`config.mk`:
```
export PLATFORM = sky130hd
export DESIGN_NAME = input_conditioner
export DESIGN_NICKNAME = d
export VERILOG_FILES = /design/src/rtl/input_cond_pkg.sv /design/src/rtl/debounce_channel.sv /design/src/rtl/input_conditioner.sv
export SDC_FILE = /design/constraint.sdc
export NUM_CORES = 1
export LEC_CHECK = 0
export BUFFER_PORTS_ARGS = -buffer_cell sky130_fd_sc_hd__buf_2
export CAP_MARGIN = 40
export CORE_ASPECT_RATIO = 1.25
export CORE_UTILIZATION = 40
export DETAILED_ROUTE_END_ITERATION = 12
export SLEW_MARGIN = 20
export SYNTH_ARGS = -nofsm -noshare
export SYNTH_HDL_FRONTEND = slang
export SYNTH_SLANG_ARGS = --single-unit
```
`constraint.sdc`:
```
create_clock -name clk -period 2.7 [get_ports clk]
set_clock_uncertainty 0.05 [all_clocks]
set_input_delay 0.135 -clock clk [delete_from_list [all_inputs] [get_ports clk]]
set_output_delay 0.135 -clock clk [all_outputs]
set_load 0.01 [all_outputs]
```
`src/rtl/input_cond_pkg.sv`:
```
// rtl/input_cond_pkg.sv - shared state encoding and defaults for the input conditioner
package input_cond_pkg;

  typedef enum logic [1:0] {
    STABLE_LOW  = 2'd0,
    CHECK_HIGH  = 2'd1,
    STABLE_HIGH = 2'd2,
    CHECK_LOW   = 2'd3
  } debounce_state_e;

  // 10 ms at 100 MHz
  localparam int DEF_DEBOUNCE_CYCLES = 1000000;
  localparam int DEF_CNT_WIDTH       = 20;

endpackage

```
`src/rtl/debounce_channel.sv`:
```
// rtl/debounce_channel.sv - one channel: 2-flop synchronizer, debounce FSM, edge pulses
module debounce_channel
  import input_cond_pkg::*;
#(
  parameter int DEBOUNCE_CYCLES = DEF_DEBOUNCE_CYCLES,
  parameter int CNT_WIDTH       = DEF_CNT_WIDTH
) (
  input  logic clk,
  input  logic rst_n,
  input  logic rawIn,
  output logic level,
  output logic rise,
  output logic fall
);

  localparam logic [CNT_WIDTH-1:0] CNT_LAST = CNT_WIDTH'(DEBOUNCE_CYCLES - 1);
  localparam logic [CNT_WIDTH-1:0] CNT_ONE  = CNT_WIDTH'(1);
  localparam bit                   SINGLE   = (DEBOUNCE_CYCLES == 1);

  logic                 s1;
  logic                 s2;
  debounce_state_e      state;
  logic [CNT_WIDTH-1:0] cnt;

  always_ff @(posedge clk or negedge rst_n) begin
    if (!rst_n) begin
      s1 <= 1'b0;
      s2 <= 1'b0;
    end else begin
      s1 <= rawIn;
      s2 <= s1;
    end
  end

  // Any reversal during a CHECK state drops back to the stable state with cnt cleared.
  always_ff @(posedge clk or negedge rst_n) begin
    if (!rst_n) begin
      state <= STABLE_LOW;
      cnt   <= '0;
      level <= 1'b0;
      rise  <= 1'b0;
      fall  <= 1'b0;
    end else begin
      rise <= 1'b0;
      fall <= 1'b0;
      case (state)
        STABLE_LOW: begin
          if (s2) begin
            if (SINGLE) begin
              state <= STABLE_HIGH;
              level <= 1'b1;
              rise  <= 1'b1;
            end else begin
              state <= CHECK_HIGH;
              cnt   <= CNT_ONE;
            end
          end
        end
        CHECK_HIGH: begin
          if (!s2) begin
            state <= STABLE_LOW;
            cnt   <= '0;
          end else if (cnt == CNT_LAST) begin
            state <= STABLE_HIGH;
            cnt   <= '0;
            level <= 1'b1;
            rise  <= 1'b1;
          end else begin
            cnt <= cnt + CNT_ONE;
          end
        end
        STABLE_HIGH: begin
          if (!s2) begin
            if (SINGLE) begin
              state <= STABLE_LOW;
              level <= 1'b0;
              fall  <= 1'b1;
            end else begin
              state <= CHECK_LOW;
              cnt   <= CNT_ONE;
            end
          end
        end
        CHECK_LOW: begin
          if (s2) begin
            state <= STABLE_HIGH;
            cnt   <= '0;
          end else if (cnt == CNT_LAST) begin
            state <= STABLE_LOW;
            cnt   <= '0;
            level <= 1'b0;
            fall  <= 1'b1;
          end else begin
            cnt <= cnt + CNT_ONE;
          end
        end
        default: begin
          state <= STABLE_LOW;
          cnt   <= '0;
          level <= 1'b0;
        end
      endcase
    end
  end

endmodule

```
`src/rtl/input_conditioner.sv`:
```
// rtl/input_conditioner.sv - two independent debounced channels feeding the AND gate stage
module input_conditioner
  import input_cond_pkg::*;
#(
  parameter int DEBOUNCE_CYCLES = DEF_DEBOUNCE_CYCLES,
  parameter int CNT_WIDTH       = DEF_CNT_WIDTH
) (
  input  logic clk,
  input  logic rst_n,
  input  logic rawInput1,
  input  logic rawInput2,
  output logic level1,
  output logic level2,
  output logic rise1,
  output logic rise2,
  output logic fall1,
  output logic fall2
);

  debounce_channel #(
    .DEBOUNCE_CYCLES(DEBOUNCE_CYCLES),
    .CNT_WIDTH      (CNT_WIDTH)
  ) u_ch1 (
    .clk  (clk),
    .rst_n(rst_n),
    .rawIn(rawInput1),
    .level(level1),
    .rise (rise1),
    .fall (fall1)
  );

  debounce_channel #(
    .DEBOUNCE_CYCLES(DEBOUNCE_CYCLES),
    .CNT_WIDTH      (CNT_WIDTH)
  ) u_ch2 (
    .clk  (clk),
    .rst_n(rst_n),
    .rawIn(rawInput2),
    .level(level2),
    .rise (rise2),
    .fall (fall2)
  );

endmodule

```
==> flow_metrics.py, run 1 <==
metrics = {
    "run_status": {
        "status": "complete, no violations",
    },
    "global_route": {
        "grt_pass1_wl_um": 10040,
        "grt_start_max_net_pins": 38,
        "global_route.usage.total_pct": 17.23,
        "global_route_overflow": 0,
        "grt_antenna_before_repair": 0,
        "vias_in_the_first_global_route": 2077,
    },
    "logic_synthesis": {
        "synth_edf_count": 0,
        "yosys.area.top_type": "sky130_fd_sc_hd__dfrtp_1",
        "synth_top_flop_cell": "sky130_fd_sc_hd__dfrtp_1",
        "synth_top_area_share_pct": 47.77,
        "syn_inst": 310,
        "syn_avg_cell_area_um2": 9.126,
        "netlist_area_um2": 2829,
        "seq_cells_post_synth": 54,
        "synth_cell_types": 47,
        "synthArstFlopShare_pct": 100.0,
        "synth.net_count": 316,
        "synth_top_cells_by_area": "sky130_fd_sc_hd__dfrtp_1, sky130_fd_sc_hd__a31oi_1, sky130_fd_sc_hd__nand3_1, sky130_fd_sc_hd__nand2_1, sky130_fd_sc_hd__a21oi_1",
        "yosysWarnings": 0,
        "synth.yosys.seq_area_share_pct": 47.77,
    },
    "timing": {
        "maxSlewViolCount": 0,
        "timing.final.hold_violations": 0,
        "rsz0062_at_grt": "false",
        "post-route-min-period_ns": 2.400,
        "final-setup-viol-count": 0,
        "fmax_mhz": 416.7,
        "setup-tns-final_ns": 0,
        "timing.max_slew.rel_slack_pct": 58.81,
        "finalCritPeriodShare_pct": 88.89,
        "tightest_slew_ns": 0.6179,
    },
    "layout": {
        "nNetsFinal": 327,
        "antenna-diode-count": 0,
        "postLayoutCellArea_um2": 3118,
        "area_grow_syn2layout_pct": 10.22,
        "n_fill_cell": 651,
        "drive_above_1_share_pct": 9.938,
    },
    "clocking": {
        "cts.reportedPaths.clkPinSlew_ns": 0.11,
        "htreeDepth": 2,
        "cts_tree": "built",
        "ctsHoldBuffers": 3,
        "cts-buffers-inserted": 5,
        "root_buffer": "sky130_fd_sc_hd__clkbuf_8",
        "ctsLongestPathBuffers": 2,
        "ctsResizeCount": 0,
        "tritoncts_num_sinks": 54,
        "cts_setup_buffers": 0,
        "worstSkewPairLatency_ns": 0.31,
    },
    "setup_path": {
        "worst_setup_path_startpoint": "u_ch1.cnt[0]",
        "maximum_net_fanout_on_the_critical_path": 20,
        "worst_setup_path_end_kind": "flip-flop",
        "worstRegToRegCells": 7,
        "reg2reg_to": "u_ch1.cnt[13]",
        "reg2reg_slack_ns": 0.30,
        "critPathLaunchType": "flip-flop",
        "r2r_start": "u_ch1.cnt[0]",
        "timing.critical_path.required_ns": 2.88,
        "crit_type": "reg2reg",
        "cp_data_arrival_time_ns": 2.58,
    },
    "floorplan": {
        "core-area_um2": 6689,
        "fp.dieW_um": 77.22,
        "floorplan.die_area_um2": 7415,
        "floorplan.io_pins": 10,
        "die_height_um": 96.03,
        "initial_core_util_pct": 42.29,
        "placement_rows": 33,
    },
    "power_and_ir_drop": {
        "cellInternalPower_uw": 1318,
        "static-leakage-power_uw": 0.001277,
        "clockPowerShare_pct": 29.1,
        "pwr-share-seq_pct": 47.5,
        "switching_part_of_the_total_pct": 32.29,
        "total_switching_power_uw": 628.6,
        "pwr_density_cell_nw_per_um2": 624.5,
        "max-vdd-ir-drop_uv": 296.3,
        "power_share_of_the_combinational_group_pct": 23.4,
    },
    "placed_design": {
        "place.gp.congestion": 0.7930,
        "buffer_ports.inserted": 9,
        "placedInstanceArea_um2": 2949,
        "dp_hpwl_um": 4052,
    },
    "detailed_routing": {
        "drc_errors": 0,
        "wire_per_inst_um": 14.19,
        "vias": 2343,
        "postRouteAntennaNets": 0,
        "wl_um": 5804,
        "drt_iter0_drc": 145,
        "drt-vias-per-instance": 5.729,
        "detailedRoute.firstPassIterationCount": 4,
    },
    "min_path": {
        "worstHoldPathType": "in2async",
    },
    "flow_run": {
        "max_cap_violations": 0,
    },
}
-- critical path, cell delays in order (launching register included) --
cell	delay (ns)
sky130_fd_sc_hd__dfrtp_1	0.43
sky130_fd_sc_hd__ha_1	0.26
sky130_fd_sc_hd__and3_1	0.20
sky130_fd_sc_hd__and4b_1	0.22
sky130_fd_sc_hd__a21oi_2	0.51
sky130_fd_sc_hd__buf_4	0.34
sky130_fd_sc_hd__a41oi_1	0.14
sky130_fd_sc_hd__a31oi_1	0.17
-- flip-flops by register name (all words and copies together), names as in the netlist, named ones only --
name,count
u_ch2.cnt,20
u_ch2.fall,1
u_ch1.fall,1
u_ch1.rise,1
u_ch1.state,1
u_ch1.s1,1
u_ch2.s1,1
u_ch1.level,1
u_ch1.s2,1
u_ch2.rise,1
u_ch1.cnt,20
u_ch2.level,1
u_ch2.state,1
u_ch2.s2,1
-- cells by family after synthesis --
group	count (synthesis)	share of synthesized area, %
adders and majority gates	2	0.8844
xor gates and xnor gates	2	0.6193
AOI/OAI and AO/OA	87	19.64
and+or+nand+nor	132	25.12
buffers and inverters	29	4.512
DFF	54	47.77
muxes	4	1.460
-- per-stage QoR --
step	std cells	utilization [%]	hold slack, ns	setup WS (ns)	total power (µW)
after floorplan	310	-	-0.2106	0.6731	1258
after global placement	396	44.09	0.02887	0.3771	1353
after detailed placement	396	44.09	0.03575	0.3520	1360
after CTS	407	46.28	0.2183	0.3117	1938
after global routing	409	46.61	0.2564	0.1118	2060
final	409	46.61	0.2122	0.3000	1947
-- power groups by stage --
stage | clock (µW) | sequential, µW | combinational, µW
2_1_floorplan | 0 | 914 | 344
3_3_place_gp | 0 | 939 | 415
3_5_place_dp | 0 | 941 | 419
4_1_cts | 590 | 924 | 424
5_1_grt | 609 | 936 | 516
6_report | 566 | 925 | 456
-- per-layer routing --
metal / wire [µm] / part of all wire, % / global-route usage [%] / up-vias
met1: 2716 / 47 / 21.64 / 1114
met5: 0 / 0 / 0 / -
met4: 125 / 2.2 / 7.233 / 0
met3: 141 / 2.4 / 2.559 / 10
li1: - / - / - / 1174
met2: 2821 / 49 / 29.72 / 45
-- synthesized netlist by cell type, types with 3 or more instances --
library cell and instances:
sky130_fd_sc_hd__a22o_1 4, sky130_fd_sc_hd__nor4_1 3, sky130_fd_sc_hd__mux2i_1 3, sky130_fd_sc_hd__inv_1 13
sky130_fd_sc_hd__clkbuf_1 8, sky130_fd_sc_hd__nor3_1 7, sky130_fd_sc_hd__a21o_1 6, sky130_fd_sc_hd__buf_2 6
sky130_fd_sc_hd__dfrtp_1 54, sky130_fd_sc_hd__and3_1 6, sky130_fd_sc_hd__a31oi_1 22, sky130_fd_sc_hd__a41oi_1 5
sky130_fd_sc_hd__nand2b_1 3, sky130_fd_sc_hd__o21ai_1 3, sky130_fd_sc_hd__o21ai_0 14, sky130_fd_sc_hd__nand4_1 14
sky130_fd_sc_hd__nand3_1 27, sky130_fd_sc_hd__a21oi_1 23, sky130_fd_sc_hd__or3_1 8, sky130_fd_sc_hd__nand2_1 31
sky130_fd_sc_hd__nor2_1 17
-- worst max-delay path by stage --
stage / endpoint / slack, ns / cells past startpoint
2_1_floorplan: flip-flop / 0.67 / 7
3_3_place_gp: u_ch1.cnt[11] / 0.38 / 6
3_5_place_dp: u_ch1.cnt[13] / 0.35 / 7
4_1_cts: u_ch1.cnt[13] / 0.31 / 7
5_1_grt: u_ch1.cnt[13] / 0.11 / 7
6_report: u_ch1.cnt[13] / 0.30 / 7
-- layout make-up --
type                       instances  area, µm²  area share (%)
clock inverter                     3      47.55           1.525
inverter                          13      48.80           1.565
sequential                        54       1351           43.34
clock buffer                       5      68.82           2.207
multi-input combinational        227       1350           43.30
tap                               87      108.9           3.491
timing repair buffer              20      142.6           4.575
-- cells in the final DEF, fill, tap and decap left out, types with 4 or more instances in the layout --
master                     netlist  final
sky130_fd_sc_hd__nand3_1        27     27
sky130_fd_sc_hd__inv_1          13     13
sky130_fd_sc_hd__a21o_1          6      6
sky130_fd_sc_hd__a31oi_1        22     22
sky130_fd_sc_hd__buf_4           1      7
sky130_fd_sc_hd__or3_1           8      8
sky130_fd_sc_hd__a41oi_1         5      5
sky130_fd_sc_hd__o21ai_0        14     14
sky130_fd_sc_hd__clkbuf_8        0      5
sky130_fd_sc_hd__buf_2           6      9
sky130_fd_sc_hd__and3_1          6      6
sky130_fd_sc_hd__nor2_1         17     17
sky130_fd_sc_hd__a22o_1          4      4
sky130_fd_sc_hd__a21oi_1        23     23
sky130_fd_sc_hd__nand4_1        14     14
sky130_fd_sc_hd__nand2_1        31     31
sky130_fd_sc_hd__dfrtp_1        54     54
sky130_fd_sc_hd__nor3_1          7      7
Power figures use the tool's default switching activity.
==> run 2, diff against run 1 <==
--- a/config.mk
+++ b/config.mk
@@ -9,8 +9,10 @@
 export CAP_MARGIN = 40
 export CORE_ASPECT_RATIO = 1.25
 export CORE_UTILIZATION = 40
+export CTS_BUF_LIST = sky130_fd_sc_hd__clkbuf_16
 export DETAILED_ROUTE_END_ITERATION = 12
 export SLEW_MARGIN = 20
 export SYNTH_ARGS = -nofsm -noshare
 export SYNTH_HDL_FRONTEND = slang
+export SYNTH_HIERARCHICAL = 1
 export SYNTH_SLANG_ARGS = --single-unit
==> run 2 against run 1 <==
  * Via count is 6.1% lower
  * Setup slack better by 0.11 ns
  * Highest routed layer unchanged
  * First-iteration DRC count decreased by 25%
  * Clock power is 7.8% higher
  * Critical path depth fell by 1
  * Non-clock buffer count shrank 3
  * Largest power group unchanged
  * Synthesized area increased by 0.62%
  * Sequential share of layout area is 0.17 points lower
  * Routed wire length down 1.3%
  * Clock-buffer cell count unchanged
  * Maximum frequency up 5.0%
  * Register-to-register slack better by 0.11 ns
==> flow_metrics.py, run 2 <==
metrics = {
    "detailed_routing": {
        "drc_errors": 0,
        "detailedRoute.firstPassIterationCount": 4,
        "wl_um": 5727,
        "drt_iter0_drc": 109,
        "postRouteAntennaNets": 0,
        "wire_per_inst_um": 14.65,
        "vias": 2200,
        "drt-vias-per-instance": 5.627,
    },
    "logic_synthesis": {
        "syn_avg_cell_area_um2": 9.782,
        "synth.net_count": 297,
        "synth_fa_ha_area_share_pct": 0.8791,
        "synth_top_cells_by_area": "sky130_fd_sc_hd__dfrtp_1, sky130_fd_sc_hd__a21oi_1, sky130_fd_sc_hd__a31oi_1, sky130_fd_sc_hd__nand2_1, sky130_fd_sc_hd__a22o_1",
        "synth_cell_types": 46,
        "synth_top_flop_cell": "sky130_fd_sc_hd__dfrtp_1",
        "yosysWarnings": 6,
        "synth_compound_area_share_pct": 18.46,
        "synth_top_family_by_area": "simple AND/OR/NAND/NOR gates",
        "synth_top_area_share_pct": 47.47,
        "seq_cells_post_synth": 54,
        "yosys.area_share.simple_pct": 23.60,
        "synth_common_cells": "sky130_fd_sc_hd__dfrtp_1, sky130_fd_sc_hd__nand2_1, sky130_fd_sc_hd__a21oi_1",
        "synth.area.mux_share_pct": 1.758,
        "syn_inst": 291,
        "synth_xor_area_share_pct": 2.418,
        "synth_edf_count": 0,
        "most_numerous_cell_in_the_yosys_netlist": "sky130_fd_sc_hd__dfrtp_1",
        "synthArstFlopShare_pct": 100.0,
        "synth.yosys.seq_area_share_pct": 47.47,
        "yosys.area.top_type": "sky130_fd_sc_hd__dfrtp_1",
        "netlist_area_um2": 2846,
    },
    "power_and_ir_drop": {
        "max-vdd-ir-drop_uv": 326.9,
        "static-leakage-power_uw": 0.001380,
        "pwr_density_cell_nw_per_um2": 511.3,
    },
    "global_route": {
        "global_route_overflow": 0,
        "vias_in_the_first_global_route": 2098,
        "global_route.usage.total_pct": 16.99,
        "grt_start_max_net_pins": 37,
        "grt_pass1_wl_um": 9818,
        "grt_antenna_before_repair": 0,
    },
    "timing": {
        "post-route-min-period_ns": 2.286,
        "hold-worst-slack_ns": 0.2984,
        "timing.final.hold_violations": 0,
        "maxSlewViolCount": 0,
        "tightest_slew_ns": 0.7808,
        "timing.max_slew.rel_slack_pct": 47.78,
        "setup-tns-final_ns": 0,
        "fin_worst_setup_slack_ns": 0.4143,
        "finalCritPeriodShare_pct": 84.66,
        "fmax_mhz": 437.5,
        "rsz0062_at_grt": "false",
        "final-setup-viol-count": 0,
    },
    "clocking": {
        "cts-buffers-inserted": 5,
        "tritoncts_num_sinks": 54,
        "ctsHoldBuffers": 3,
        "htreeDepth": 2,
        "root_buffer": "sky130_fd_sc_hd__clkbuf_16",
        "cts_tree": "built",
        "cts_setup_buffers": 0,
        "cts.reportedPaths.clkPinSlew_ns": 0.07,
        "ctsResizeCount": 0,
        "worstSkewPairLatency_ns": 0.29,
        "ctsLongestPathBuffers": 2,
    },
    "floorplan": {
        "core-area_um2": 6934,
        "floorplan.die_area_um2": 7460,
        "floorplan.io_pins": 10,
        "initial_core_util_pct": 41.05,
        "die_height_um": 96.32,
        "placement_rows": 34,
        "fp.dieW_um": 77.45,
    },
    "setup_path": {
        "cp_data_arrival_time_ns": 2.42,
        "timing.critical_path.cells": "or4_4 > nor3_2 > a31oi_2 > buf_12 > a21o_1 > a22o_1",
        "critPathLaunchType": "flip-flop",
        "maximum_net_fanout_on_the_critical_path": 15,
        "crit_path_max_incr_delay_ns": 0.57,
        "crit_type": "reg2reg",
        "critical_path.slowest_cell": "sky130_fd_sc_hd__or4_4",
        "worst_setup_path_end_kind": "flip-flop",
        "timing.critical_path.required_ns": 2.83,
    },
    "layout": {
        "multi_input_comb_area_um2": 1348,
        "layout.core_utilization_pct": 45.15,
        "largestRegisters": "u_ch1/cnt: 20 flops, u_ch2/cnt: 20 flops",
        "area.sequential_um2": 1351,
        "nNetsFinal": 308,
        "n_fill_cell": 640,
        "number_of_standard_cells_in_the_layout_taps_in_and_fillers_out": 391,
        "leading_cell_type_in_the_layout_fill_and_taps_excluded": "sky130_fd_sc_hd__dfrtp_1",
        "drive_above_1_share_pct": 10.30,
        "area_grow_syn2layout_pct": 9.978,
        "antenna-diode-count": 0,
        "final_cell_mix": "sky130_fd_sc_hd__dfrtp_1, sky130_fd_sc_hd__nand2_1, sky130_fd_sc_hd__a21oi_1",
    },
    "min_path": {
        "worstHoldPathType": "reg2reg",
    },
    "run_status": {
        "status": "complete, no violations",
    },
    "placed_design": {
        "dpl_worst_slack_ns": 0.4358,
        "place.gp.congestion": 0.7989,
        "buffer_ports.inserted": 9,
        "dp.cells": 381,
        "dp_hpwl_um": 3874,
    },
    "flow_run": {
        "max_cap_violations": 0,
    },
}
run 2: layer usage:
metal / share of wire [%] / vias up / track usage (%) / wire, µm
met3: 2.4 / 10 / 3.223 / 137
met2: 50 / 32 / 29.28 / 2850
met4: 2.9 / 0 / 9.748 / 165
met5: 0 / - / 0 / 0
li1: - / 1089 / - / -
met1: 45 / 1069 / 19.88 / 2573
run 2: worst max-delay path: cells and delay by family (launching register included):
| kind | cells | cell delay, ns |
|---|---|---|
| AND/OR/NAND/NOR | 2 | 0.73 |
| AO/OA/AOI/OAI | 3 | 0.65 |
| flip-flops | 1 | 0.47 |
| buffers and inverters | 1 | 0.27 |
run 2: cell families (layout without fill, tap and decap cells):
group	count (synthesis)	count (layout)
AO/OA/AOI/OAI	81	81
XOR/XNOR	7	7
adder cells (fa/ha/maj)	2	2
buffers and inverters	25	35
flip-flops	54	54
multiplexers	5	5
AND/OR/NAND/NOR	117	117
run 2: final timing paths:
path / end / slack [ns] / cells after the start / start
setup / recovery: u_ch1/cnt[3] / 0.41 / 6 / u_ch1/cnt[7]
hold / removal: u_ch1/s2 / 0.30 / 0 / u_ch1/s1
setup reg to reg: u_ch1/cnt[3] / 0.41 / 6 / u_ch1/cnt[7]
hold reg to reg: u_ch1/s2 / 0.30 / 0 / u_ch1/s1
max in group asynchronous: u_ch1/fall / 1.44 / 3 / rst_n
min in group asynchronous: u_ch2/state[0] / 0.36 / 2 / rst_n
run 2: area by class of cell:
type / instances / share of cell area, %
well taps: 90 / 3.597
flip-flops and latches: 54 / 43.17
multi-input cells: 212 / 43.05
clock buffers: 5 / 3.997
repair buffers: 17 / 4.636
clock inverters: 1 / 0.1199
inverters: 12 / 1.439
run 2: power by group:
group	internal, µW	total (µW)	leakage, µW	switching [µW]
clock	331	610	0.0000632	279
sequential	836	870	0.000733	34.1
combinational	49.5	120	0.000583	70.9
run 2: per-stage QoR:
step	total power [µW]	area, µm²
after floorplan	961.6	2846
after global placement	997.0	2944
after detailed placement	999.1	2944
after CTS	1615	3103
after global routing	1663	3131
final	1601	3131
